## src/rtl/cp0_ctrl_pkg.sv

```systemverilog
// Shared CP0 definitions: register numbers, field positions and the EPC helper.
// Optional timer registers are enabled by defining CP0_TIMER_INT_EN.
package cp0_ctrl_pkg;

  localparam logic [4:0] CP0_COUNT   = 5'd9;
  localparam logic [4:0] CP0_COMPARE = 5'd11;
  localparam logic [4:0] CP0_SR      = 5'd12;
  localparam logic [4:0] CP0_CAUSE   = 5'd13;
  localparam logic [4:0] CP0_EPC     = 5'd14;
  localparam logic [4:0] CP0_PRID    = 5'd15;

  localparam int SR_IM_LO     = 10;
  localparam int SR_EXL       = 1;
  localparam int SR_IE        = 0;
  localparam int CAUSE_BD     = 31;
  localparam int CAUSE_IP_LO  = 10;
  localparam int CAUSE_EXC_LO = 2;

  localparam logic [4:0] EXCINT = 5'd0;

  // A delay-slot instruction restarts at its branch, one word earlier.
  function automatic logic [31:0] epc_target(input logic [31:0] pc, input logic ids);
    return (ids ? pc - 32'd4 : pc) & ~32'h3;
  endfunction

endpackage

```

## src/rtl/cp0_timer.sv

```systemverilog
// Count/Compare timer for CP0: Count free-runs, pending latches on a match.
// Only instantiated when CP0_TIMER_INT_EN is defined.
module cp0_timer
  import cp0_ctrl_pkg::*;
(
  input  logic        clk,
  input  logic        reset,
  input  logic        we_i,
  input  logic [4:0]  waddr_i,
  input  logic [31:0] wdata_i,
  output logic [31:0] count_o,
  output logic [31:0] compare_o,
  output logic        pending_o
);

  logic [31:0] count_q, count_d;
  logic [31:0] compare_q, compare_d;
  logic        pending_q, pending_d;

  always_comb begin
    count_d   = count_q + 32'd1;
    compare_d = compare_q;
    pending_d = pending_q;
    if (count_q == compare_q) pending_d = 1'b1;
    if (we_i && waddr_i == CP0_COUNT) count_d = wdata_i;
    // Rewriting Compare acknowledges the timer, even against a same-edge match.
    if (we_i && waddr_i == CP0_COMPARE) begin
      compare_d = wdata_i;
      pending_d = 1'b0;
    end
  end

  always_ff @(posedge clk) begin
    if (reset) begin
      count_q   <= '0;
      compare_q <= '0;
      pending_q <= 1'b0;
    end else begin
      count_q   <= count_d;
      compare_q <= compare_d;
      pending_q <= pending_d;
    end
  end

  assign count_o   = count_q;
  assign compare_o = compare_q;
  assign pending_o = pending_q;

endmodule

```

## src/rtl/cp0_ctrl.sv

```systemverilog
// CP0 exception/interrupt controller beside the M stage; requestInt is same-cycle combinational.
// Define CP0_TIMER_INT_EN to add Count/Compare driving HWInt[5].
module cp0_ctrl
  import cp0_ctrl_pkg::*;
#(
  parameter logic [31:0] PRID         = 32'h2022_1108,
  parameter logic [31:0] HANDLER_ADDR = 32'h0000_4180
)
(
  input  logic        clk,
  input  logic        reset,
  input  logic [4:0]  A1,
  input  logic [4:0]  A2,
  input  logic [31:0] DIn,
  input  logic        CP0WE,
  input  logic [31:0] PC,
  input  logic        isIDS,
  input  logic [4:0]  excCode,
  input  logic        EXLClr,
  input  logic [5:0]  HWInt,
  output logic [31:0] DOut,
  output logic [31:0] EPCOut,
  output logic        requestInt,
  output logic [31:0] handlerPC
);

  logic [5:0]  im_q, im_d;
  logic        exl_q, exl_d;
  logic        ie_q, ie_d;
  logic        bd_q, bd_d;
  logic [5:0]  ip_q, ip_d;
  logic [4:0]  exc_q, exc_d;
  logic [31:0] epc_q, epc_d;

  logic [5:0]  hw_int;
  logic        int_req, exc_req, mtc0_we;
  logic [31:0] sr_rd, cause_rd;

  assign mtc0_we = CP0WE & ~requestInt;

`ifdef CP0_TIMER_INT_EN
  logic [31:0] count, compare;
  logic        timer_pending;

  cp0_timer u_timer (
    .clk       (clk),
    .reset     (reset),
    .we_i      (mtc0_we),
    .waddr_i   (A2),
    .wdata_i   (DIn),
    .count_o   (count),
    .compare_o (compare),
    .pending_o (timer_pending)
  );

  assign hw_int = HWInt | {timer_pending, 5'b0};
`else
  assign hw_int = HWInt;
`endif

  assign int_req    = (|(hw_int & im_q)) & ie_q & ~exl_q;
  assign exc_req    = (excCode != EXCINT) & ~exl_q;
  assign requestInt = int_req | exc_req;

  always_comb begin
    im_d  = im_q;
    exl_d = exl_q;
    ie_d  = ie_q;
    bd_d  = bd_q;
    ip_d  = hw_int;
    exc_d = exc_q;
    epc_d = epc_q;
    if (requestInt) begin
      exl_d = 1'b1;
      exc_d = int_req ? EXCINT : excCode;
      bd_d  = isIDS;
      epc_d = epc_target(PC, isIDS);
    end else begin
      if (mtc0_we && A2 == CP0_SR) begin
        im_d  = DIn[SR_IM_LO +: 6];
        exl_d = DIn[SR_EXL];
        ie_d  = DIn[SR_IE];
      end
      if (mtc0_we && A2 == CP0_EPC) epc_d = DIn;
      // eret overrides a same-edge SR write for the EXL bit only.
      if (EXLClr) exl_d = 1'b0;
    end
  end

  always_ff @(posedge clk) begin
    if (reset) begin
      im_q  <= '0;
      exl_q <= 1'b0;
      ie_q  <= 1'b0;
      bd_q  <= 1'b0;
      ip_q  <= '0;
      exc_q <= '0;
      epc_q <= '0;
    end else begin
      im_q  <= im_d;
      exl_q <= exl_d;
      ie_q  <= ie_d;
      bd_q  <= bd_d;
      ip_q  <= ip_d;
      exc_q <= exc_d;
      epc_q <= epc_d;
    end
  end

  always_comb begin
    sr_rd                         = '0;
    sr_rd[SR_IM_LO +: 6]          = im_q;
    sr_rd[SR_EXL]                 = exl_q;
    sr_rd[SR_IE]                  = ie_q;
    cause_rd                      = '0;
    cause_rd[CAUSE_BD]            = bd_q;
    cause_rd[CAUSE_IP_LO +: 6]    = ip_q;
    cause_rd[CAUSE_EXC_LO +: 5]   = exc_q;
  end

  always_comb begin
    DOut = '0;
    case (A1)
      CP0_SR:      DOut = sr_rd;
      CP0_CAUSE:   DOut = cause_rd;
      CP0_EPC:     DOut = epc_q;
      CP0_PRID:    DOut = PRID;
`ifdef CP0_TIMER_INT_EN
      CP0_COUNT:   DOut = count;
      CP0_COMPARE: DOut = compare;
`else
      CP0_COUNT, CP0_COMPARE: DOut = '0;
`endif
      default:     DOut = '0;
    endcase
  end

  assign EPCOut    = epc_q;
  assign handlerPC = HANDLER_ADDR;

endmodule

```

## config.mk

```make
export PLATFORM = sky130hd
export DESIGN_NAME = cp0_ctrl
export DESIGN_NICKNAME = d
export VERILOG_FILES = /design/src/rtl/cp0_ctrl_pkg.sv /design/src/rtl/cp0_timer.sv /design/src/rtl/cp0_ctrl.sv
export SDC_FILE = /design/constraint.sdc
export NUM_CORES = 1
export LEC_CHECK = 0
export CORE_ASPECT_RATIO = 0.6
export CORE_UTILIZATION = 44
export CTS_CLUSTER_DIAMETER = 40
export CTS_CLUSTER_SIZE = 16
export DETAILED_ROUTE_END_ITERATION = 8
export GPL_TIMING_DRIVEN = 0
export PLACE_DENSITY_LB_ADDON = 0.25
export SYNTH_ARGS = -nofsm -noshare
export SYNTH_HDL_FRONTEND = slang
export SYNTH_SLANG_ARGS = --single-unit
export TNS_END_PERCENT = 100
```

## constraint.sdc

```tcl
create_clock -name clk -period 4.5 [get_ports clk]
set_input_delay 1.125 -clock clk [delete_from_list [all_inputs] [get_ports clk]]
set_output_delay 1.125 -clock clk [all_outputs]
set_load 0.05 [all_outputs]
```

==> results of run 1 <==
state kept, by name (all words and copies together), names as in the netlist:
| register | count |
|---|---|
| EPCOut | 32 |
| im_q | 6 |
| ip_q | 6 |
| exc_q | 5 |
| bd_q | 1 |
| exl_q | 1 |
| ie_q | 1 |
cell families (layout without fill, tap and decap cells):
| group | after synthesis | count (layout) | synth area share |
|---|---|---|---|
| and+or+nand+nor | 151 | 151 | 0.242 |
| AOI/OAI and AO/OA | 127 | 127 | 0.265 |
| buffers and inverters | 75 | 235 | 0.112 |
| DFF | 52 | 52 | 0.276 |
| muxes | 30 | 30 | 0.0797 |
| xor gates and xnor gates | 9 | 9 | 0.0209 |
| other | 2 | 32 | 0.00199 |
| adders and majority gates | 1 | 1 | 0.00332 |
metal layers:
layer	GRT usage	wire length [um]	part of all wire	vias to the layer above
met2	0.448	5850	0.41	293
met5	0	0	0	-
li1	-	-	-	2048
met3	0.0885	1800	0.13	11
met1	0.467	6530	0.46	2047
met4	0.0302	74	0.0052	0
worst max-delay path by stage:
stage,cells past startpoint,to,slack [ns]
detailed placement,7,requestInt,-1.21
floorplan,4,DOut[12],0.43
CTS,6,DOut[2],0.02
finish,5,DOut[11],0.10
global placement,7,requestInt,-1.17
global route,7,requestInt,0.01
Yosys cell counts, types with 8 or more instances:
master,n,area [um2]
a2111oi_0,20,175
a311oi_1,14,123
and2_1,14,87.6
mux2i_1,30,300
buf_4,32,240
o31ai_1,11,82.6
nor2b_1,9,56.3
nor2_1,34,128
nand2b_1,17,106
o31a_1,22,193
dfxtp_1,52,1040
or3_1,12,75.1
a21oi_1,11,55.1
or4_1,16,120
a211oi_1,21,158
clkbuf_1,26,97.6
a22oi_1,8,60.1
nor3_1,12,60.1
nor4_1,10,62.6
what timing repair did:
item,in CTS,in global routing
gates resized for setup,23,5
pin swaps,1,1
endpoints found under the setup margin,19,19
buffers inserted,0,2
hold endpoints to repair,0,0
stage by stage:
step	setup TNS (ns)	hold slack, ns	power (uW)
floorplan	0	0.443	836
global placement	-2.51	0.458	1040
detailed placement	-2.83	0.466	1040
CTS	0	0.477	1540
global route	0	0.511	1590
finish	0	0.474	1550
power by group through the flow:
stage	Combinational, uW	Sequential (uW)	Clock, uW
detailed placement	508	533	0
finish	518	525	506
floorplan	226	610	0
global route	543	528	524
CTS	510	523	506
global placement	503	532	0
worst max-delay path, stage by stage:
cell	delay (ns)
clkdlybuf4s50_1	0.39
nand3b_1	0.34
clkbuf_1	0.36
nor2_1	0.23
clkdlybuf4s50_1	0.83
layout make-up:
| cell class | instances | area, um2 |
|---|---|---|
| well taps | 108 | 135 |
| clock inverters | 3 | 68.8 |
| multi-input cells | 350 | 2440 |
| clock buffers | 5 | 125 |
| fillers | 641 | 2340 |
| repair buffers | 152 | 1500 |
| inverters | 7 | 26.3 |
| flip-flops and latches | 52 | 1040 |
| plain buffers | 68 | 399 |
==> results.py, run 1 <==
metrics = {
    "power": {
        "p_leak_uw": 0.00208,
        "peakVddDrop_mv": 0.232,
        "p_int_uw": 1020,
        "seq_power_share": 0.339,
        "p_sw_uw": 533,
        "power_density_mw_per_mm2": 270,
        "switching_share": 0.344,
        "power_frac_comb": 0.334,
        "clkPwrFrac": 0.327,
    },
    "global_route": {
        "grt_max_degree": 18,
        "grt_pass1_wl_um": 21100,
        "antenna_found_initial": 0,
        "grt_pass1_vias": 3752,
        "grtUsageTotal": 0.312,
        "overflow": 0,
    },
    "clock_tree": {
        "cts_max_path_buffers": 2,
        "ctsHoldBuffers": 0,
        "clkLatencyLatePin_ns": 0.30,
        "cts_root_buffer": "clkbuf_16",
        "cts_max_level": 2,
        "cts_buffers": 5,
        "cts_tree": "built",
        "clk_pin_slew_worst_paths_ns": 0.07,
        "cts_sinks": 52,
    },
    "worst_hold_path": {
        "hold_path_class": "reg -> reg",
        "hp-start": "bd_q",
        "whs_endpoint": "bd_q",
        "holdPathStages": 2,
    },
    "drt": {
        "ant_nets": 0,
        "wl_um": 14300,
        "wl_per_cell_um": 19.1,
        "first_iter_violations": 371,
        "drc": 0,
        "vias_per_cell": 5.90,
        "dr.pass1.iters": 5,
        "via_count": 4399,
    },
    "worst_setup_path": {
        "r2r_cells": 6,
        "cp-start-kind": "primary input",
        "r2r-end": "EPCOut[28]",
        "startpoint": "A1[4]",
        "rr_startpoint": "im_q[1]",
        "criticalPathCategory": "in -> out",
        "end_kind": "primary output",
        "crit_required_ns": 3.38,
        "worstPathArrival_ns": 3.27,
        "cp_max_fo": 10,
        "r2r_slack_ns": 1.84,
    },
    "yosys": {
        "ys_seq_area_frac": 0.276,
        "avgSynthCellArea_um2": 8.43,
        "synth_area_mm2": 0.00377,
        "synth.distinct_cells": 54,
        "synth_edf_count": 0,
        "synthCells": 447,
        "synth_flop_cell": "dfxtp_1",
        "yosysWarnings": 0,
        "ys_ff_latch": 52,
        "async_flop_share": 0,
    },
    "flow_run": {
        "drv_cap": 0,
    },
    "timing": {
        "fin_crit_sh": 0.977,
        "fin_skew_ns": 0.00415,
        "min_period_ns": 4.40,
        "max_freq_ghz": 0.227,
        "fin_ws_ns": 0.103,
        "drv_slew": 0,
        "setup_violations": 0,
        "worst_slew_pin_slew_ns": 1.22,
        "hold_viol": 0,
        "maxSlewHeadroom": 0.168,
        "rsz0062_at_grt": "false",
    },
    "final_layout": {
        "fin_area_mm2": 0.00573,
        "fin_nets": 727,
        "drive_gt1_frac": 0.100,
        "finalNonFillerCells": 745,
        "layout_common_cells": "clkdlybuf4s50_1, dfxtp_1, buf_4",
        "fin_util": 0.711,
        "diodes": 0,
        "area_growth_pct": 52.1,
        "layout_commonest_cell": "clkdlybuf4s50_1",
    },
    "floorplan": {
        "ios": 187,
        "die_w_um": 122,
        "start_util": 0.467,
        "row_count": 25,
        "die_h_um": 73.7,
        "core-area_mm2": 0.00807,
        "dieArea_mm2": 0.00895,
    },
    "placement": {
        "gp_congestion": 0.926,
        "place_area_mm2": 0.00552,
        "dp_cells": 735,
        "portBuffers": 150,
        "pre_cts_slack_ns": -1.21,
        "dp_hpwl_um": 11300,
    },
    "status": {
        "status": "finished, final reports clean",
    },
}
Power figures use the tool's default switching activity.
==> run 2, diff against run 1 <==
--- a/config.mk
+++ b/config.mk
@@ -12,6 +12,7 @@
 export DETAILED_ROUTE_END_ITERATION = 8
 export GPL_TIMING_DRIVEN = 0
 export PLACE_DENSITY_LB_ADDON = 0.25
+export SKIP_LAST_GASP = 1
 export SYNTH_ARGS = -nofsm -noshare
 export SYNTH_HDL_FRONTEND = slang
 export SYNTH_SLANG_ARGS = --single-unit
==> constraint.sdc (replaced) <==
create_clock -name clk -period 4.5 [get_ports clk]
set_input_delay 0.9 -clock clk [delete_from_list [all_inputs] [get_ports clk]]
set_output_delay 0.9 -clock clk [all_outputs]
set_load 0.05 [all_outputs]
==> results.py, run 2 (synthesized netlist as in run 1, its figures left out) <==
metrics = {
    "drt": {
        "via_count": 4397,
        "wl_per_cell_um": 19.2,
        "dr.pass1.iters": 5,
        "first_iter_violations": 343,
        "wl_um": 14300,
        "ant_nets": 0,
        "drc": 0,
        "vias_per_cell": 5.92,
    },
    "final_layout": {
        "fin_area_mm2": 0.00573,
        "area_growth_pct": 51.9,
        "fin_nets": 725,
        "drive_gt1_frac": 0.0898,
        "largest_reg_flops": 32,
        "diodes": 0,
        "fin_util": 0.709,
        "finalNonFillerCells": 743,
        "layout_common_cells": "clkdlybuf4s50_1, dfxtp_1, nor2_1",
        "layout_commonest_cell": "clkdlybuf4s50_1",
    },
    "floorplan": {
        "die_h_um": 73.7,
        "core-area_mm2": 0.00807,
        "dieArea_mm2": 0.00895,
        "row_count": 25,
        "start_util": 0.467,
        "ios": 187,
        "die_w_um": 122,
    },
    "worst_setup_path": {
        "slowest_stage": "clkdlybuf4s50_1",
        "cp_max_fo": 10,
        "critPathMaxStageDelay_ns": 0.80,
        "end_kind": "primary output",
        "critPathMostFrequentCell": "clkdlybuf4s50_1",
        "worstPathArrival_ns": 3.33,
        "crit_required_ns": 3.60,
        "critPathTopFamily": "buffers and inverters",
        "criticalPathCategory": "in -> out",
        "cp-start-kind": "primary input",
        "crit_buf_inv": 3,
        "cp_cell_sequence": "clkdlybuf4s50_1 -> nand3b_1 -> nor2_1 -> clkbuf_1 -> and2_1 -> clkdlybuf4s50_1",
    },
    "clock_tree": {
        "cts_max_level": 2,
        "cts_max_path_buffers": 2,
        "clk_pin_slew_worst_paths_ns": 0.07,
        "clkLatencyLatePin_ns": 0.30,
        "cts_sinks": 52,
        "ctsHoldBuffers": 0,
        "cts_root_buffer": "clkbuf_16",
        "cts_tree": "built",
        "cts_buffers": 5,
    },
    "timing": {
        "setup_violations": 0,
        "drv_slew": 0,
        "hold_viol": 0,
        "max_freq_ghz": 0.236,
        "min_period_ns": 4.23,
        "fin_crit_sh": 0.941,
        "maxSlewHeadroom": 0.228,
        "fin_skew_ns": 0.00549,
        "worst_slew_pin_slew_ns": 1.13,
        "fin_ws_ns": 0.266,
        "rsz0062_at_grt": "false",
    },
    "placement": {
        "gp_congestion": 0.926,
        "portBuffers": 150,
        "dp_hpwl_um": 11300,
        "pre_cts_slack_ns": -0.759,
        "place_area_mm2": 0.00552,
        "dp_cells": 735,
    },
    "global_route": {
        "overflow": 0,
        "grt_max_degree": 18,
        "antenna_found_initial": 0,
        "grt_pass1_wl_um": 21100,
        "grt_pass1_vias": 3760,
        "grtUsageTotal": 0.312,
    },
    "power": {
        "peakVddDrop_mv": 0.230,
        "power_density_mw_per_mm2": 270,
        "p_leak_uw": 0.00198,
    },
    "flow_run": {
        "drv_cap": 0,
    },
    "worst_hold_path": {
        "hold_path_class": "reg -> reg",
    },
    "status": {
        "status": "finished, final reports clean",
    },
}
run 2: timing repair:
item | in CTS | in global routing
endpoints found under the setup margin | 1 | 1
buffers inserted | 0 | 0
gates resized for setup | 3 | 2
pin swaps | 0 | 0
cloned | 0 | 0
run 2: per-stage QoR:
step | total power [uW] | setup TNS, ns | hold slack (ns)
after detailed placement | 1040 | -0.759 | 0.466
after global routing | 1590 | 0 | 0.511
after global placement | 1040 | -0.721 | 0.458
after floorplan | 836 | 0 | 0.443
after CTS | 1540 | 0 | 0.477
final | 1550 | 0 | 0.474
run 2: layout make-up:
type                            instances  area (um2)
Buffer                                 68         394
Clock buffer                            5         125
Clock inverter                          3        68.8
Fill cell                             631        2340
Inverter                                7        26.3
Multi-Input combinational cell        350        2440
Sequential cell                        52        1040
Tap cell                              108         135
Timing Repair Buffer                  150        1500
run 2: report_power, final:
| part | total [uW] | switching [uW] | internal (uW) |
|---|---|---|---|
| combinational | 517 | 317 | 201 |
| sequential | 524 | 30.7 | 494 |
| clock | 504 | 183 | 321 |
| total | 1550 | 531 | 1020 |
run 2: path summary, 6_finish.rpt:
kind	start	endpoint	slack, ns	depth (start not counted)
worst min-delay path	bd_q	bd_q	0.47	2
worst min register to register	bd_q	bd_q	0.47	2
worst max register to register	im_q[1]	EPCOut[28]	1.97	5
worst max-delay path	A1[4]	DOut[26]	0.27	6
run 2: worst min-delay path: stages, from the launching register on:
cell and delay, ns:
dfxtp_1 0.31, nand3_1 0.06, a21oi_1 0.06
run 2: per-layer routing:
layer	up-vias	share of wire	global-route usage	wire, um
met5	-	0	0	0
met4	0	0.0060	0.0302	85
met3	15	0.11	0.0885	1620
met2	268	0.41	0.448	5860
met1	2074	0.47	0.467	6710
li1	2040	-	-	-
==> run 3, diff against run 2 <==
--- a/config.mk
+++ b/config.mk
@@ -5,6 +5,7 @@
 export SDC_FILE = /design/constraint.sdc
 export NUM_CORES = 1
 export LEC_CHECK = 0
+export CAP_MARGIN = 20
 export CORE_ASPECT_RATIO = 0.6
 export CORE_UTILIZATION = 44
 export CTS_CLUSTER_DIAMETER = 40
==> results.py, run 3 (synthesized netlist as in run 1, its figures left out) <==
metrics = {
    "status": {
        "status": "finished, final reports clean",
    },
    "worst_setup_path": {
        "r2r-end": "EPCOut[28]",
        "cp_max_fo": 10,
        "criticalPathCategory": "in -> out",
        "crit_buf_inv": 5,
        "worstPathArrival_ns": 3.48,
        "r2r_slack_ns": 1.97,
        "crit_required_ns": 3.60,
        "cp-start-kind": "primary input",
        "slowest_stage": "dlygate4sd2_1",
        "rr_startpoint": "im_q[1]",
        "critPathTopFamily": "buffers and inverters",
        "end_kind": "primary output",
        "critPathMaxStageDelay_ns": 0.59,
        "r2r_cells": 6,
        "startpoint": "HWInt[0]",
        "cp_cell_sequence": "clkdlybuf4s50_1 -> a22oi_1 -> a311oi_2 -> buf_2 -> nor2_1 -> inv_1 -> buf_1 -> dlygate4sd2_1",
    },
    "floorplan": {
        "dieArea_mm2": 0.00895,
        "ios": 187,
        "core-area_mm2": 0.00807,
        "die_w_um": 122,
        "row_count": 25,
        "die_h_um": 73.7,
        "start_util": 0.467,
    },
    "drt": {
        "via_count": 4402,
        "dr.pass1.iters": 5,
        "vias_per_cell": 5.93,
        "ant_nets": 0,
        "drc": 0,
        "first_iter_violations": 404,
        "wl_um": 14100,
        "wl_per_cell_um": 19.1,
    },
    "final_layout": {
        "fillers": 615,
        "layout_common_cells": "clkdlybuf4s50_1, dfxtp_1, nor2_1",
        "layout_commonest_cell": "clkdlybuf4s50_1",
        "drive_gt1_frac": 0.0868,
        "largest_reg_flops": 32,
        "diodes": 0,
        "layout.area.seq_mm2": 0.00104,
        "finalNonFillerCells": 742,
        "fin_nets": 726,
        "area_growth_pct": 50.8,
        "multi_input_area_mm2": 0.00243,
    },
    "clock_tree": {
        "cts_buffers": 5,
        "cts_tree": "built",
        "clkLatencyLatePin_ns": 0.29,
        "ctsHoldBuffers": 0,
        "cts_root_buffer": "clkbuf_16",
        "cts_sinks": 52,
        "cts_max_level": 2,
        "clk_pin_slew_worst_paths_ns": 0.07,
        "cts_max_path_buffers": 2,
        "post_cts_buffers": 0,
    },
    "worst_hold_path": {
        "hp-start": "bd_q",
        "holdPathStages": 2,
        "whs_endpoint": "bd_q",
        "hold_path_class": "reg -> reg",
    },
    "timing": {
        "setup_violations": 0,
        "whs_ns": 0.473,
        "rsz0062_at_grt": "false",
        "max_freq_ghz": 0.228,
        "fin_skew_ns": 0.00404,
        "fin_crit_sh": 0.973,
        "worst_slew_pin_slew_ns": 1.07,
        "hold_viol": 0,
        "drv_slew": 0,
        "min_period_ns": 4.38,
        "maxSlewHeadroom": 0.268,
    },
    "placement": {
        "dp_cells": 736,
        "gp_congestion": 0.926,
        "dp_hpwl_um": 11200,
        "portBuffers": 150,
    },
    "flow_run": {
        "drv_cap": 0,
    },
    "global_route": {
        "grt_pass1_wl_um": 21100,
        "antenna_found_initial": 0,
        "grtUsageTotal": 0.313,
        "overflow": 0,
        "grt_pass1_vias": 3813,
        "grt_max_degree": 15,
    },
    "power": {
        "power_density_mw_per_mm2": 259,
        "peakVddDrop_mv": 0.155,
        "p_leak_uw": 0.00196,
    },
}
run 3: cell types whose count changed in the layout (fill, tap and decap cells not counted), sizes merged:
| cell | delta |
|---|---|
| buf | +1 |
| clkbuf | -1 |
| dlygate4sd2 | +1 |
| inv | -1 |
| bufinv | -1 |
run 3: worst max path at each step:
| stage | endpoint | slack [ns] | cells past startpoint |
|---|---|---|---|
| 2_1_floorplan | DOut[12] | 0.88 | 4 |
| 3_3_place_gp | requestInt | -0.72 | 7 |
| 3_5_place_dp | requestInt | -0.29 | 8 |
| 4_1_cts | requestInt | 0.01 | 8 |
| 5_1_grt | requestInt | 0.02 | 8 |
| 6_report | requestInt | 0.12 | 8 |
run 3: layer usage:
metal / vias up / global-route usage / part of all wire
met2: 262 / 0.454 / 0.41
met1: 2078 / 0.470 / 0.48
met4: 0 / 0.0439 / 0.0054
met3: 10 / 0.0776 / 0.11
li1: 2052 / - / -
met5: - / 0 / 0
run 3: stage by stage:
step | cell area [um2] | utilization | power, uW | setup WS, ns | TNS (ns)
after detailed placement | 5520 | 0.684 | 1040 | -0.292 | -0.292
final | 5680 | 0.704 | 1470 | 0.121 | 0
after global routing | 5680 | 0.704 | 1510 | 0.0170 | 0
after CTS | 5680 | 0.704 | 1460 | 0.0126 | 0
after global placement | 5520 | 0.684 | 1040 | -0.721 | -0.721
after floorplan | 3880 | - | 836 | 0.876 | 0
run 3: repair_timing:
action                     4_1_cts  5_1_grt
setup endpoints to repair        1        1
gates resized for setup          1        1
pin swaps                        0        0
run 3: report_power, final:
part           leakage, uW  total (uW)  internal [uW]  switching, uW
logic              0.00146         517            201            316
registers         0.000431         524            494           30.6
clock network    0.0000757         429            257            173
run 3: area by class of cell:
type,count,area share
Multi-Input combinational cell,350,0.427
Inverter,7,0.00462
Sequential cell,52,0.183
Tap cell,108,0.0238
Timing Repair Buffer,151,0.265
Buffer,68,0.0693
Clock inverter,1,0.00528
Clock buffer,5,0.0220
run 3: worst min-delay path: stages (launching register included):
cell     delay, ns
dfxtp_1       0.31
nand3_1       0.06
a21oi_1       0.06
